$ cat src/rtl/hub75_bcm_scan.sv
// rtl/hub75_bcm_scan.sv - HUB75 dual-scan panel scanner with binary code modulation
//
// Purpose: walks a dual-scan HUB75 panel row by row. For every row each colour
// bit plane is shifted in (COLS pixels), latched, shown for BASE<<plane cycles
// and followed by GAP blanked cycles. A frame is ROWS rows of BITS planes and
// is never cut short; enable is only looked at between frames.
// Optional feature macro: HUB75_BCM_BRIGHTNESS_EN adds a brightness[2:0] input
// that right-shifts every display period (minimum one cycle).
//
// Ports:
//   clk          sole clock
//   reset        synchronous active-high reset
//   enable       run request, sampled in IDLE and at frame end
//   rd_addrx     pixel-source column address
//   rd_addry     pixel-source row address
//   rd_plane     pixel-source bit-plane index
//   rd_data      {B1,G1,R1,B0,G0,R0}, valid one cycle after the address
//   sclk         panel shift clock
//   latch        panel latch strobe
//   blank        panel output-enable inverse (1 = dark)
//   rgb0, rgb1   {B,G,R} for upper and lower half panel
//   addry        displayed row address
//   frame_start  one-cycle pulse in the first cycle of every frame
//   brightness   (HUB75_BCM_BRIGHTNESS_EN only) display shift, 0 = full

module hub75_bcm_scan #(
  parameter int COLS = 64,
  parameter int ROWS = 32,
  parameter int BITS = 4,
  parameter int BASE = 32,
  parameter int GAP  = 2
) (
  input  logic                    clk,
  input  logic                    reset,
  input  logic                    enable,
`ifdef HUB75_BCM_BRIGHTNESS_EN
  input  logic [2:0]              brightness,
`endif
  output logic [$clog2(COLS)-1:0] rd_addrx,
  output logic [$clog2(ROWS)-1:0] rd_addry,
  output logic [$clog2(BITS)-1:0] rd_plane,
  input  logic [5:0]              rd_data,
  output logic                    sclk,
  output logic                    latch,
  output logic                    blank,
  output logic [2:0]              rgb0,
  output logic [2:0]              rgb1,
  output logic [$clog2(ROWS)-1:0] addry,
  output logic                    frame_start
);

  localparam int XW       = $clog2(COLS);
  localparam int YW       = $clog2(ROWS);
  localparam int PW       = $clog2(BITS);
  localparam int SHIFT_N  = 2 * COLS + 2;
  localparam int DISP_MAX = BASE << (BITS - 1);
  localparam int M1       = (SHIFT_N > DISP_MAX) ? SHIFT_N : DISP_MAX;
  localparam int CNT_MAX  = (M1 > GAP) ? M1 : GAP;
  // One counter serves SHIFT (up), DISPLAY and GAP (down); sized for the longest.
  localparam int CW       = $clog2(CNT_MAX + 1);

  localparam logic [CW-1:0] SHIFT_LAST     = CW'(SHIFT_N - 1);
  localparam logic [CW-1:0] SHIFT_DATA_END = CW'(2 * COLS);
  localparam logic [CW-1:0] SCLK_FIRST     = CW'(3);
  localparam logic [CW-1:0] GAP_LOAD       = CW'((GAP > 0) ? GAP - 1 : 0);
  localparam logic [CW-1:0] BASE_C         = CW'(BASE);
  localparam logic [YW-1:0] ROW_LAST       = YW'(ROWS - 1);
  localparam logic [PW-1:0] PLANE_LAST     = PW'(BITS - 1);

  typedef enum logic [2:0] {
    S_IDLE,
    S_SHIFT,
    S_LATCH,
    S_DISPLAY,
    S_GAP
  } state_t;

  state_t          r_state;
  logic [CW-1:0]   r_cnt;
  logic [YW-1:0]   r_row;
  logic [PW-1:0]   r_plane;

  state_t          w_state_n;
  logic [CW-1:0]   w_cnt_n;
  logic [YW-1:0]   w_row_n;
  logic [PW-1:0]   w_plane_n;
  logic            w_fs_n;
  logic            w_adv;
  logic [CW-1:0]   w_disp_full;
  logic [CW-1:0]   w_disp_len;
  logic            w_sclk_n;
  logic [XW-1:0]   w_addrx_n;

  logic [XW-1:0]   r_rd_addrx;
  logic [YW-1:0]   r_rd_addry;
  logic [PW-1:0]   r_rd_plane;
  logic            r_sclk;
  logic            r_latch;
  logic            r_blank;
  logic [2:0]      r_rgb0;
  logic [2:0]      r_rgb1;
  logic [YW-1:0]   r_addry;
  logic            r_fs;

  // Display length for the current plane; brightness is read while in LATCH,
  // which is when this value is loaded into the counter.
  always_comb begin
    w_disp_full = BASE_C << r_plane;
`ifdef HUB75_BCM_BRIGHTNESS_EN
    w_disp_len = w_disp_full >> brightness;
    if (w_disp_len == '0) begin
      w_disp_len = CW'(1);
    end
`else
    w_disp_len = w_disp_full;
`endif
  end

  always_ff @(posedge clk) begin
    if (reset) begin
      r_state <= S_IDLE;
      r_cnt   <= '0;
      r_row   <= '0;
      r_plane <= '0;
    end else begin
      r_state <= w_state_n;
      r_cnt   <= w_cnt_n;
      r_row   <= w_row_n;
      r_plane <= w_plane_n;
    end
  end

  always_comb begin
    w_state_n = r_state;
    w_cnt_n   = r_cnt;
    w_row_n   = r_row;
    w_plane_n = r_plane;
    w_fs_n    = 1'b0;
    w_adv     = 1'b0;

    case (r_state)
      S_IDLE: begin
        w_row_n   = '0;
        w_plane_n = '0;
        if (enable) begin
          w_state_n = S_SHIFT;
          w_cnt_n   = '0;
          w_fs_n    = 1'b1;
        end
      end
      S_SHIFT: begin
        if (r_cnt == SHIFT_LAST) begin
          w_state_n = S_LATCH;
          w_cnt_n   = '0;
        end else begin
          w_cnt_n = r_cnt + 1'b1;
        end
      end
      S_LATCH: begin
        w_state_n = S_DISPLAY;
        w_cnt_n   = w_disp_len - 1'b1;
      end
      S_DISPLAY: begin
        if (r_cnt == '0) begin
          if (GAP > 0) begin
            w_state_n = S_GAP;
            w_cnt_n   = GAP_LOAD;
          end else begin
            w_adv = 1'b1;
          end
        end else begin
          w_cnt_n = r_cnt - 1'b1;
        end
      end
      S_GAP: begin
        if (r_cnt == '0) begin
          w_adv = 1'b1;
        end else begin
          w_cnt_n = r_cnt - 1'b1;
        end
      end
      default: begin
        w_state_n = S_IDLE;
        w_cnt_n   = '0;
      end
    endcase

    // End of a plane period: next plane, next row, or end of frame.
    if (w_adv) begin
      w_state_n = S_SHIFT;
      w_cnt_n   = '0;
      if (r_plane == PLANE_LAST) begin
        w_plane_n = '0;
        if (r_row == ROW_LAST) begin
          w_row_n = '0;
          if (enable) begin
            w_fs_n = 1'b1;
          end else begin
            w_state_n = S_IDLE;
          end
        end else begin
          w_row_n = r_row + 1'b1;
        end
      end else begin
        w_plane_n = r_plane + 1'b1;
      end
    end
  end

  // Outputs are decoded from the next state so the registered value lines up
  // with the state the FSM is in during that cycle.
  always_comb begin
    w_sclk_n  = (w_state_n == S_SHIFT) && w_cnt_n[0] && (w_cnt_n >= SCLK_FIRST);
    w_addrx_n = '0;
    if ((w_state_n == S_SHIFT) && (w_cnt_n < SHIFT_DATA_END)) begin
      w_addrx_n = XW'(w_cnt_n >> 1);
    end
  end

  always_ff @(posedge clk) begin
    if (reset) begin
      r_rd_addrx <= '0;
      r_rd_addry <= '0;
      r_rd_plane <= '0;
      r_sclk     <= 1'b0;
      r_latch    <= 1'b0;
      r_blank    <= 1'b1;
      r_rgb0     <= '0;
      r_rgb1     <= '0;
      r_addry    <= '0;
      r_fs       <= 1'b0;
    end else begin
      r_rd_addrx <= w_addrx_n;
      r_rd_addry <= w_row_n;
      r_rd_plane <= w_plane_n;
      r_sclk     <= w_sclk_n;
      r_latch    <= (w_state_n == S_LATCH);
      r_blank    <= (w_state_n != S_DISPLAY);
      r_fs       <= w_fs_n;
      if (w_state_n == S_LATCH) begin
        r_addry <= r_row;
      end
      // Odd SHIFT cycles carry the data for the address issued one cycle earlier.
      if ((r_state == S_SHIFT) && r_cnt[0] && (r_cnt < SHIFT_DATA_END)) begin
        r_rgb0 <= rd_data[2:0];
        r_rgb1 <= rd_data[5:3];
      end
    end
  end

  assign rd_addrx    = r_rd_addrx;
  assign rd_addry    = r_rd_addry;
  assign rd_plane    = r_rd_plane;
  assign sclk        = r_sclk;
  assign latch       = r_latch;
  assign blank       = r_blank;
  assign rgb0        = r_rgb0;
  assign rgb1        = r_rgb1;
  assign addry       = r_addry;
  assign frame_start = r_fs;

endmodule
$ cat config.mk
export PLATFORM = sky130hd
export DESIGN_NAME = hub75_bcm_scan
export DESIGN_NICKNAME = d
export VERILOG_FILES = /design/src/rtl/hub75_bcm_scan.sv
export SDC_FILE = /design/constraint.sdc
export NUM_CORES = 1
export LEC_CHECK = 0
export ABC_AREA = 1
export CORE_MARGIN = 2
export CORE_UTILIZATION = 45
export CTS_CLUSTER_DIAMETER = 30
export CTS_CLUSTER_SIZE = 20
export DETAILED_ROUTE_END_ITERATION = 10
export PLACE_DENSITY_LB_ADDON = 0.15
export SYNTH_ARGS = -nofsm -noshare
export SYNTH_HDL_FRONTEND = slang
export SYNTH_SLANG_ARGS = --single-unit
$ cat constraint.sdc
create_clock -name clk -period 2.6 [get_ports clk]
set_input_delay 0.52 -clock clk [delete_from_list [all_inputs] [get_ports clk]]
set_output_delay 0.52 -clock clk [all_outputs]
set_load 0.005 [all_outputs]
# Word level (Yosys, flattened, before mapping)
# Index checks and enable logic that the tools add are counted.
# word_totals
mem_count,0
latch_bits,0
ram_bits,0
mem_bits_ro,0
out_inout_bits,28
wordCells,70
inputBits,9
ff_bits,40
# op_classes
reduce_logical,9
div,0
add_sub_neg,5
mul,0
n_bitwise,1
eq_ne,10
n_shift,1
n_lt_le_gt_ge,3
n_mux,29
# op_table
op,n
2-to-1 mux 9 bit,5
one-hot mux 9 bit (5 select lines),1
2-to-1 mux 5 bit,4
"less-than comparator 9 x 8 -> 1 bit, second input constant",2
"subtractor 9 x 1 -> 9 bit, second input constant",2
one-hot mux 3 bit (5 select lines),1
2-to-1 mux 3 bit,4
2-to-1 mux 1 bit,11
"adder 9 x 1 -> 9 bit, second input constant",1
"equality test 3 x 2 -> 1 bit, second input constant",3
"equality test 9 x 8 -> 1 bit, second input constant",1
">= comparator 9 x 2 -> 1 bit, second input constant",1
zero test 9 bit,1
"<< shifter 6 x 2 -> 9 bit, first input constant",1
"equality test 3 x 1 -> 1 bit, second input constant",2
2-to-1 mux 2 bit,3
"adder 5 x 1 -> 5 bit, second input constant",1
"equality test 5 bit, second input constant",1
logical AND 1 bit,5
"equality test 3 bit, second input constant",1
zero test 3 bit,1
"!= test 3 x 2 -> 1 bit, second input constant",1
"adder 2 x 1 -> 2 bit, second input constant",1
"equality test 2 bit, second input constant",1
3 further kinds,3

# Longest topological paths before layout
# depth
ltp_word,8
ltp_mapped,14
depth_no_buf,14

# Worst setup path before layout
# Ideal clock, no wire load.
# synth_timing
kind,register to register
start,register r_cnt[0]
end,register r_sclk (netlist: sclk)
path_slack_ps,700
path_buffers,0
synth_period_minus_slack_ps,1900
path_stages_with_launch,15
setup_time_ps,118
arrival_time_ps,1781
required_ps,2482
path_cell_list,dfxtp_1 > inv_1 > ha_1 > nand2_1 > nor2_2 > nand2_2 > ha_1 > nand2_1 > o21ai_1 > nor2_1 > nand2_1 > nand3_1 > nand3_1 > nor2_1 > a21oi_1
# synth_via
elab_chain_len,7
word_cells_on_any_way,20
cone_classes,add/sub: 2; order compare: 1; eq/ne: 2; mux: 12; reduce/logical: 3
# synth_lines
element,line_no,source
start: declaration,79,logic [CW-1:0] r_cnt;
start signal: assignment,127,r_cnt <= w_cnt_n;
"parallel branches: the longest is 6 deep, another holds subtractor 9 x 1 -> 9 bit",-,
logical AND 1 bit (*),213,w_sclk_n = (w_state_n == S_SHIFT) && w_cnt_n[0] && (w_cnt_n >= SCLK_FIRST);
end signal: assignment,236,r_sclk <= w_sclk_n;
end: declaration,97,logic r_sclk;
# Every way passes the cells marked *.
# A chain may end at the register's enable or synchronous reset.

# Final worst setup path
# Same ends and word-level chain as after synthesis.

==> qor.csv <==
stage,metric,value,unit
run_status,status,finished clean,
floorplan,IO Pins,37,
pwr,internal power,0.853,mW
cells_and_area,diode count,0,
job,maxcap violations,0,
timing,Slew @ Worst Pin,0.466,ns
yosys,Compound-Gate Fraction of Synth Area,10.8,%
yosys,Synth Area in Adders,5.93,%
cells_and_area,layout cell share with drive strength beyond 1,17.7,%
cells_and_area,most frequent cells in the layout,"67 x nand2_1, 52 x nor2_1, 40 x dfxtp_1, 36 x clkdlybuf4s50_1, 24 x inv_1",
worst_setup_path,CP dominant cell by count,nand2_1,
cts,CTS max path bufs,2,
worst_setup_path,CP cell instances,"inv_1, ha_1, nand2_1, nor2_2, nand2_2, ha_1, nand2_1, o21ai_1, nor2_1, nand2_1, nand3_1, nand3_1, nor2_1, a21oi_1",
placement,DPL Wire Length,4.34,mm
cts,clock buffer count from CTS,5,
worst_setup_path,Top Family by Delay on Critical Path,simple AND/OR/NAND/NOR gates,
yosys,Synth top area share,34.5,%
cts,Hold Buf Count CTS,0,
global_route,Total GRT Usage,21.6,%
pwr,Clock power frac,33.6,%
yosys,"FF+latch count, synth",40,
cts,H-tree Lvls,2,
global_route,number of global-route vias before repair,2044,
floorplan,Cell Rows,26,
worst_setup_path,max incr delay on CP,0.38,ns
drt,total number of vias,2164,
drt,vias per cell,4.95,
worst_setup_path,"Data arrival, critical path",2.35,ns
global_route,first-pass GRT wire length,9.36,mm
cts,Clock Pin Slew Worst Setup and Hold Paths,0.08,ns
worst_setup_path,CP Launch Point,r_cnt[0],
global_route,initial antenna violation count,0,
cells_and_area,area grow syn2layout,22.0,%
pwr,switching part of the total,25.1,%
drt,Antenna Violating Nets Remaining,0,
floorplan,die height,75.8,um
placement,Final Wtd Congestion,0.900,
hold_path,worst min path class,reg2reg,
timing,fmax,461,MHz
drt,DR iter-0 viols,137,
drt,Pre-Repair DR Iteration Count,4,
cts,CTS Sinks,40,
worst_setup_path,CP Capture Type,flip-flop,
floorplan,initial core utilization,46.0,%
cts,Clock Tree Root,clkbuf_8,
cts,TritonCTS clock tree,yes,
cells_and_area,design area,2830,um2
drt,per-cell routed wire length,12.7,um
worst_setup_path,"Req. time, crit path",2.78,ns
pwr,Reg power frac,55.0,%
floorplan,chip width,75.8,um
pwr,Psw,0.286,mW
pwr,Peak VDD IR,0.000305,V
placement,port bufs,36,
cts,Post-CTS Setup Inserts,0,
yosys,Avg Synthesized Cell Area,7.12,um2
timing,worst setup margin,0.430,ns
pwr,Comb pwr share,11.3,%
timing,Slew Limit Headroom,68.9,%
placement,dpl cell area,2750,um2
timing,max-slew violations,0,
yosys,Synth Area in XOR/XNOR,2.64,%
worst_setup_path,slowest stage cell on the critical path,dfxtp_1,
hold_path,Hold Crit Start,rd_addry[3],
worst_setup_path,RR Startpoint,r_cnt[0],
yosys,post-synth cell types,32,
timing,clk_skew,0.00713,ns
yosys,main combinational cell family by area after synthesis,simple AND/OR/NAND/NOR gates,
yosys,YS warnings,0,
yosys,synthesized instance count,326,
worst_setup_path,number of buffers and inverters on the critical path,1,
cts,Resize count post-CTS,0,
yosys,Mapped Area,2320,um2
worst_setup_path,crit path max fanout,7,
global_route,grt ovf,0,
timing,Final period util,83.5,%
yosys,sequential share of the synthesized area,34.5,%
placement,dpl ws,0.466,ns
timing,endpoints failing setup,0,
drt,drc violations,0,
floorplan,die area,5740,um2
pwr,P per Cell Area,402,nW/um2
pwr,Leakage Power,1.32,nW
drt,WL final,5.53,mm
yosys,post-synth top area cell,dfxtp_1,
timing,min Tclk post-route,2.17,ns
yosys,largest cells by area after synthesis,"dfxtp_1 35%, nand2_1 11%, nor2_1 8.4%",
timing,setup_tns,0,ns
yosys,Syn Nets,346,
global_route,largest net degree at the start of global routing,18,
worst_setup_path,CP Launch Type,flip-flop,
floorplan,area of the core,5040,um2
timing,RSZ-0062 raised after global routing,false,
cells_and_area,fin nets,387,
cts,Skew-Pair Late Insertion Delay,0.29,ns
cells_and_area,"most common cell after layout, fill and taps aside",nand2_1,
worst_setup_path,CP Class,reg2reg,
timing,"Hold Vio Cnt, Final",0,
yosys,multiplexer share of the synthesized area,0,%
yosys,post-synthesis simple-gate area fraction,38.3,%
cells_and_area,Final Core Density,56.1,%
metal layers:
| metal | wire [um] | GRT usage [%] | vias to the layer above |
|---|---|---|---|
| met5 | 0 | 0 | - |
| met4 | 163 | 8.58 | 0 |
| met3 | 273 | 3.97 | 16 |
| met2 | 2450 | 33.6 | 63 |
| met1 | 2650 | 29.6 | 972 |
| li1 | - | - | 1113 |
cells in the mapped netlist:
| library cell | number |
|---|---|
| inv_2 | 16 |
| inv_1 | 24 |
| nand4_2 | 1 |
| nor4_4 | 1 |
| a31oi_1 | 1 |
| buf_1 | 1 |
| xnor2_1 | 1 |
| nor2_2 | 15 |
| o21ai_1 | 2 |
| buf_6 | 2 |
| nor3_4 | 1 |
| nor2_1 | 52 |
| nand2_2 | 7 |
| xor2_1 | 6 |
| nand3_1 | 19 |
| nor2_4 | 3 |
| dfxtp_1 | 40 |
| ha_1 | 11 |
| nand2_1 | 67 |
| nor3_2 | 2 |
| clkbuf_1 | 1 |
| nand3b_1 | 1 |
| o21ai_0 | 17 |
| nor3_1 | 2 |
| a21oi_1 | 17 |
| nor2_8 | 1 |
| or2_2 | 1 |
| nand3_2 | 4 |
| a22oi_1 | 3 |
| a211oi_1 | 2 |
| nand2_4 | 2 |
| o21ai_2 | 3 |
state kept, by name (all words and copies together) (netlist names), 2 cells and up:
register,flops
r_cnt,9
rd_addrx,6
addry,5
rd_addry,5
r_state,3
rgb0,3
rgb1,3
rd_plane,2
layout make-up:
| cell class | instances | area (um2) |
|---|---|---|
| fill | 487 | 2210 |
| multi-input combinational | 242 | 1340 |
| sequential | 40 | 801 |
| timing repair buffer | 38 | 375 |
| inverter | 40 | 150 |
| tap | 70 | 87.6 |
| clock buffer | 6 | 72.6 |
| clock inverter | 1 | 5.00 |
cell families after synthesis:
group | Yosys count
AOI/OAI and AO/OA | 45
xor gates and xnor gates | 7
and+or+nand+nor | 179
buffers and inverters | 44
adders and majority gates | 11
DFF | 40
worst paths after layout:
kind | end | slack, ns | cells after the start
worst min register to register | rd_addry[3] | 0.48 | 2
worst max register to register | sclk | 0.43 | 14
worst max-delay path | sclk | 0.43 | 14
worst min-delay path | rd_addry[3] | 0.48 | 2
worst register-to-register path, cell delays in order (launching register included):
cell,delay (ns)
dfxtp_1,0.38
inv_1,0.22
ha_1,0.22
nand2_1,0.07
nor2_2,0.13
nand2_2,0.12
ha_1,0.29
nand2_1,0.07
o21ai_1,0.07
nor2_1,0.11
nand2_1,0.07
nand3_1,0.08
nand3_1,0.06
nor2_1,0.09
a21oi_1,0.07
metrics by stage:
step | cells | hold slack, ns | power (mW)
after floorplan | 326 | 0.465 | 0.724
after global placement | 430 | 0.472 | 0.769
after detailed placement | 430 | 0.479 | 0.770
after CTS | 437 | 0.493 | 1.15
after global routing | 437 | 0.520 | 1.19
final | 437 | 0.483 | 1.14
power groups by stage:
stage	Combinational, mW	Clock, mW	Sequential, mW
2_1_floorplan	0.0838	0	0.640
6_report	0.129	0.383	0.627
3_3_place_gp	0.128	0	0.640
5_1_grt	0.146	0.418	0.627
3_5_place_dp	0.129	0	0.641
4_1_cts	0.130	0.395	0.626
No activity file was read; power rests on OpenSTA's default activity.
